[src/rtl/show_pkg.sv]
// Shared constants for the binary-to-BCD front end of the seven-segment display.
// Provides: BCD_DIGITS, BCD_WIDTH, BCD_SAT_VALUE and the converter FSM state encoding.
package show_pkg;

  localparam int unsigned BCD_DIGITS = 8;
  localparam int unsigned BCD_WIDTH  = 32;

  localparam logic [BCD_WIDTH-1:0] BCD_SAT_VALUE = 32'h9999_9999;

  // Converter FSM states
  localparam logic [1:0] ST_IDLE  = 2'd0;
  localparam logic [1:0] ST_SHIFT = 2'd1;
  localparam logic [1:0] ST_DONE  = 2'd2;

endpackage

[src/rtl/bcd_add3_digit.sv]
// Double-dabble digit correction: a BCD digit of 5 or more gets +3 before the shift.
// Ports: digit (4-bit BCD digit in), corrected_c (4-bit corrected digit, combinational).
module bcd_add3_digit (
  input  logic [3:0] digit,
  output logic [3:0] corrected_c
);

  assign corrected_c = (digit >= 4'd5) ? digit + 4'd3 : digit;

endmodule

[src/rtl/bcd_convert_seq.sv]
// Sequential binary-to-BCD converter (double dabble, one bit per clock) feeding the
// 8-digit seven-segment display. bcd/overflow change only on completion.
// Build option: define BCD_OVERFLOW_SAT_EN to force bcd to 9999_9999 on overflow;
// otherwise bcd holds the value modulo 10^8.
// Ports:
//   clk, reset_n      clock, asynchronous active-low reset
//   start, binary     conversion request and the value sampled with it
//   busy              conversion in progress
//   done              one-cycle pulse when bcd/overflow are updated
//   overflow          last converted value exceeded 99_999_999
//   bcd               packed 8-digit BCD, digit 0 in [3:0]
module bcd_convert_seq
  import show_pkg::*;
#(
  parameter int unsigned BIN_WIDTH = 32
) (
  input  logic                 clk,
  input  logic                 reset_n,
  input  logic                 start,
  input  logic [BIN_WIDTH-1:0] binary,
  output logic                 busy,
  output logic                 done,
  output logic                 overflow,
  output logic [BCD_WIDTH-1:0] bcd
);

  localparam int unsigned CNT_W = $clog2(BIN_WIDTH) + 1;

  logic [1:0]           state_q, state_d;
  logic [BIN_WIDTH-1:0] shreg_q, shreg_d;
  logic [BCD_WIDTH-1:0] scratch_q, scratch_d;
  logic [CNT_W-1:0]     cnt_q, cnt_d;
  logic                 carry_q, carry_d;
  logic                 busy_d, done_d, overflow_d;
  logic [BCD_WIDTH-1:0] bcd_d;
  logic [BCD_WIDTH-1:0] corrected;

  // Parallel +3 correction of all scratch digits
  for (genvar g = 0; g < BCD_DIGITS; g++) begin : g_add3
    bcd_add3_digit u_add3 (
      .digit      (scratch_q[4*g +: 4]),
      .corrected_c(corrected[4*g +: 4])
    );
  end

  // Next-state and next-output logic
  always_comb begin
    state_d    = state_q;
    shreg_d    = shreg_q;
    scratch_d  = scratch_q;
    cnt_d      = cnt_q;
    carry_d    = carry_q;
    busy_d     = busy;
    done_d     = 1'b0;
    overflow_d = overflow;
    bcd_d      = bcd;

    case (state_q)
      ST_IDLE: begin
        if (start) begin
          state_d   = ST_SHIFT;
          shreg_d   = binary;
          scratch_d = '0;
          carry_d   = 1'b0;
          cnt_d     = CNT_W'(BIN_WIDTH - 1);
          busy_d    = 1'b1;
        end
      end

      ST_SHIFT: begin
        // Shift {corrected scratch, shreg} left; the bit leaving the top digit is a 10^8 carry
        scratch_d = {corrected[BCD_WIDTH-2:0], shreg_q[BIN_WIDTH-1]};
        shreg_d   = shreg_q << 1;
        carry_d   = carry_q | corrected[BCD_WIDTH-1];
        if (cnt_q == '0) begin
          state_d = ST_DONE;
        end else begin
          cnt_d = cnt_q - CNT_W'(1);
        end
      end

      ST_DONE: begin
        state_d    = ST_IDLE;
        busy_d     = 1'b0;
        done_d     = 1'b1;
        overflow_d = carry_q;
`ifdef BCD_OVERFLOW_SAT_EN
        bcd_d      = carry_q ? BCD_SAT_VALUE : scratch_q;
`else
        bcd_d      = scratch_q;
`endif
      end

      default: begin
        state_d = ST_IDLE;
        busy_d  = 1'b0;
      end
    endcase
  end

  // State and output registers
  always_ff @(posedge clk or negedge reset_n) begin
    if (!reset_n) begin
      state_q   <= ST_IDLE;
      shreg_q   <= '0;
      scratch_q <= '0;
      cnt_q     <= '0;
      carry_q   <= 1'b0;
      busy      <= 1'b0;
      done      <= 1'b0;
      overflow  <= 1'b0;
      bcd       <= '0;
    end else begin
      state_q   <= state_d;
      shreg_q   <= shreg_d;
      scratch_q <= scratch_d;
      cnt_q     <= cnt_d;
      carry_q   <= carry_d;
      busy      <= busy_d;
      done      <= done_d;
      overflow  <= overflow_d;
      bcd       <= bcd_d;
    end
  end

endmodule
[config.mk]
export PLATFORM = sky130hd
export DESIGN_NAME = bcd_convert_seq
export DESIGN_NICKNAME = d
export VERILOG_FILES = /design/src/rtl/show_pkg.sv /design/src/rtl/bcd_add3_digit.sv /design/src/rtl/bcd_convert_seq.sv
export SDC_FILE = /design/constraint.sdc
export NUM_CORES = 1
export LEC_CHECK = 0
export CAP_MARGIN = 20
export CORE_UTILIZATION = 45
export DETAILED_ROUTE_END_ITERATION = 16
export PLACE_DENSITY_LB_ADDON = 0.1
export SLEW_MARGIN = 20
export SYNTH_ARGS = -nofsm -noshare
export SYNTH_HDL_FRONTEND = slang
export SYNTH_SLANG_ARGS = --single-unit
[constraint.sdc]
create_clock -name clk -period 1.9 [get_ports clk]
set_input_delay 0.19 -clock clk [delete_from_list [all_inputs] [get_ports clk]]
set_output_delay 0.19 -clock clk [all_outputs]
set_load 0.01 [all_outputs]
==> metrics.md <==
| Metric | Value |
|---|---|
| Status | finished clean |
| Area share of the largest cell type after synthesis | 0.542 |
| Final Cycle Share | 0.893 |
| Most used DFF post-synth | sky130_fd_sc_hd__dfrtp_1 |
| Number of instances in the synthesized netlist | 498 |
| Max_slew headroom | 0.678 |
| Filler cell count | ~960 |
| Proportion of synthesized flip-flops having asynchronous set or reset | 1.00 |
| Setup-failing EPs final | 0 |
| Sum of overflow across all layers after global routing | 0 |
| Row count | 38 |
| Reported max-cap violation count | 0 |
| Min Clock Period, post-route | between 1500 and 2000 ps |
| Post-cts repair resize count | 0 |
| Worst Reg2Reg Path Length in Cells | 6 |
| CP max FO | 4 |
| Die height | between 100 and 150 um |
| Worst Path Arrival | roughly 2000 ps |
| Startpoint of the lowest-slack register-to-register path | scratch_q[28]$_DFFE_PN0P_ |
| Buffer levels on the longest clock path | 2 |
| Number of pins exceeding their max-slew limit in the final report | 0 |
| Clock-pin transition on the worst setup and hold timing paths | roughly 100 ps |
| Worst slack at placement | -1.22 ps |
| Actual transition at the worst max-transition pin | 483 ps |
| Vias per Instance | between 5 and 6 |
| Die width | 107 um |
| Final-stage net count | just over 600 |
| Post-synthesis cell type count | 34 |
| EDFF count, synth | 0 |
| Count of TritonRoute iterations in the first routing pass | 5 |
| Startpoint of the most critical setup path | scratch_q[28]$_DFFE_PN0P_ |
| Util after Layout | 0.567 |
| Detailed-route DRC error count | 0 |
| Static leakage | 2.72 nW |
| Number of vias in the routed layout | around 3.7k |
| CTS tree | built |
| Share of layout cells above drive strength 1 | 0.102 |
| Number of buffers inserted during clock tree synthesis | 9 |
| R2R Path End | scratch_q[30]$_DFFE_PN0P_ |
| Warnings, synthesis | 0 |
| Clock latency on the worst-skew pair | about 370 ps |
| Synth area leaders | sky130_fd_sc_hd__dfrtp_1, sky130_fd_sc_hd__nand2_1, sky130_fd_sc_hd__mux2_2, sky130_fd_sc_hd__ha_1, sky130_fd_sc_hd__a31oi_1 |
| Detailed-route wire length per cell | approximately 14 um |
| Area enclosed by the die boundary | 0.0115 sq mm |
| Maximum achievable frequency | 590 MHz |
| Capturing element type of the critical path | flop |
| Initial core utilization | 0.462 |
| Class of the worst hold path | in2async |
| Worst Setup Path Type | reg2reg |
| Biggest area consumer among synthesized cells | sky130_fd_sc_hd__dfrtp_1 |
| Largest net degree at the start of global routing | 64 |
| Total wire length | 9700 um |
| Synthesized area per cell | 10.0 sq um |
| Count of pins on the block boundary | 70 |
| Setup repair after global routing missed its margin | no |
| Count of placed standard cells in the final layout, fillers left out | approximately 700 |
| Detailed Place HPWL | 6700 um |
| Net Count, Synth | 551 |
| Root Buffer Master | sky130_fd_sc_hd__clkbuf_8 |
| Power density over cell area | approximately 1500 mW/mm^2 |
| Slack of the critical path | 204 ps |
| Top library cells by usage in the layout, fill and taps aside | sky130_fd_sc_hd__dfrtp_1, sky130_fd_sc_hd__nand2_1, sky130_fd_sc_hd__clkdlybuf4s50_1, sky130_fd_sc_hd__nor2_1, sky130_fd_sc_hd__a31oi_1 |
| Category of the worst setup path launch point | flop |
| Core Box Area | 0.0108 sq mm |
| Antenna violations before repair | 0 |
| IO buf count | 69 |
| Iter 0 DRT Violations | 202 |
| Maximum vdd drop | 0.775 mV |
| First-pass GRT wire length | roughly 17,000 um |
| Post-route clock skew | about 13 ps |
| Number of buffers added for setup after CTS | 0 |
| Via count of the first global-routing pass | between 3k and 4k |
| Number of storage elements in the synthesis netlist | ~110 |
| Endpoint required time on the critical path | about 2200 ps |
| Leading cell type in the layout, fill and taps excluded | sky130_fd_sc_hd__dfrtp_1 |
| GRT Total Usage | 0.185 |
| Setup slack, reg-to-reg | about 200 ps |
| Count of placed standard cells including taps | between 600 and 700 |
| Total number of H-tree levels | 3 |
| Routability cong. | approximately 0.77 |
| Hold Violations, Final | 0 |
| Proportion of synthesized chip area in sequential cells | 0.542 |
| Antenna diode instance count | 0 |
| Number of sinks on the clock net | roughly 110 |
| Final antenna-violating net count | 0 |
| Layout overhead on the synthesized area | 22.8% |
| Cell area after synthesis | ~0.005 sq mm |
| Final total negative setup slack | 0 ps |
## logic make-up after synthesis
| group | synth area share |
|---|---|
| and+or+nand+nor | 0.148 |
| adders and majority gates | 0.0452 |
| buffers and inverters | 0.0427 |
| xor gates and xnor gates | 0.0281 |
| muxes | 0.0540 |
| DFF | 0.542 |
| AOI/OAI and AO/OA | 0.140 |
## metrics by stage
step / hold WS, ps / power (mW) / instance area [sq um]
after floorplan: -106 / 6.54 / 4980
after global routing: 351 / 10.0 / 6120
after detailed placement: 184 / 7.79 / 5910
after CTS: 322 / 9.30 / 6120
after global placement: 182 / 7.60 / 5910
final: 312 / 9.20 / 6120
## how the worst max path moves through the flow
stage / endpoint / slack [ps] / depth (start not counted)
after CTS: scratch_q[2]$_DFFE_PN0P_ / 210 / 6
after global routing: scratch_q[30]$_DFFE_PN0P_ / 100 / 6
after global placement: scratch_q[18]$_DFFE_PN0P_ / 30 / 4
final: scratch_q[30]$_DFFE_PN0P_ / 200 / 6
after detailed placement: scratch_q[2]$_DFFE_PN0P_ / -1 / 4
after floorplan: scratch_q[6]$_DFFE_PN0P_ / 410 / 6
## registers in the layout, summed over array words and instances, names as in the netlist
name	count
state_q	2
bcd	32
shreg_q	32
scratch_q	32
overflow	1
carry_q	1
busy	1
done	1
cnt_q	6
## what timing repair did
item | CTS | global route
endpoints found under the hold margin | 33 | 0
hold buffers | 1 | 0
setup endpoints to repair | 0 | 0
## worst max-delay path: stages (launching register included)
cell and delay, ps:
sky130_fd_sc_hd__dfrtp_1 440, sky130_fd_sc_hd__inv_1 130, sky130_fd_sc_hd__ha_1 210, sky130_fd_sc_hd__nand2b_1 80, sky130_fd_sc_hd__a21oi_1 290, sky130_fd_sc_hd__mux2_2 380
sky130_fd_sc_hd__o21ai_1 110
## area by class of cell
| class | count | area [sq um] | share of cell area |
|---|---|---|---|
| multi-input cells | 340 | 2080 | 0.340 |
| repair buffers | 86 | 881 | 0.144 |
| clock buffers | 11 | 131 | 0.0215 |
| clock inverters | 4 | 75.1 | 0.0123 |
| inverters | 20 | 75.1 | 0.0123 |
| flip-flops and latches | 108 | 2700 | 0.441 |
| well taps | 140 | 175 | 0.0286 |
## power breakdown
| part | switching, mW | internal (mW) | total (mW) |
|---|---|---|---|
| clock network | 0.760 | 0.738 | 1.50 |
| logic | 2.09 | 1.85 | 3.94 |
| registers | 0.636 | 3.13 | 3.77 |
| total | 3.49 | 5.72 | 9.20 |
## routing by layer
metal,vias up,GRT usage,wire length (um)
met5,-,0,0
met4,0,0.0773,89
met3,8,0.0285,422
met2,81,0.303,4620
met1,1790,0.247,4560
li1,1850,-,-
## synth_stat cells (4+ instances only)
| master | instances |
|---|---|
| sky130_fd_sc_hd__o21ai_0 | 25 |
| sky130_fd_sc_hd__nand3_1 | 24 |
| sky130_fd_sc_hd__nand2b_1 | 9 |
| sky130_fd_sc_hd__xor2_1 | 8 |
| sky130_fd_sc_hd__nand2_1 | 85 |
| sky130_fd_sc_hd__a21oi_1 | 13 |
| sky130_fd_sc_hd__buf_1 | 4 |
| sky130_fd_sc_hd__ha_1 | 18 |
| sky130_fd_sc_hd__o31ai_1 | 18 |
| sky130_fd_sc_hd__o21ai_1 | 14 |
| sky130_fd_sc_hd__inv_1 | 20 |
| sky130_fd_sc_hd__a32o_1 | 8 |
| sky130_fd_sc_hd__dfrtp_1 | 108 |
| sky130_fd_sc_hd__clkbuf_1 | 11 |
| sky130_fd_sc_hd__nor2_1 | 35 |
| sky130_fd_sc_hd__mux2_2 | 23 |
| sky130_fd_sc_hd__a31oi_1 | 31 |
| sky130_fd_sc_hd__xnor2_1 | 8 |
| sky130_fd_sc_hd__nor3_1 | 5 |
| sky130_fd_sc_hd__buf_2 | 14 |
Power figures use the tool's default switching activity.
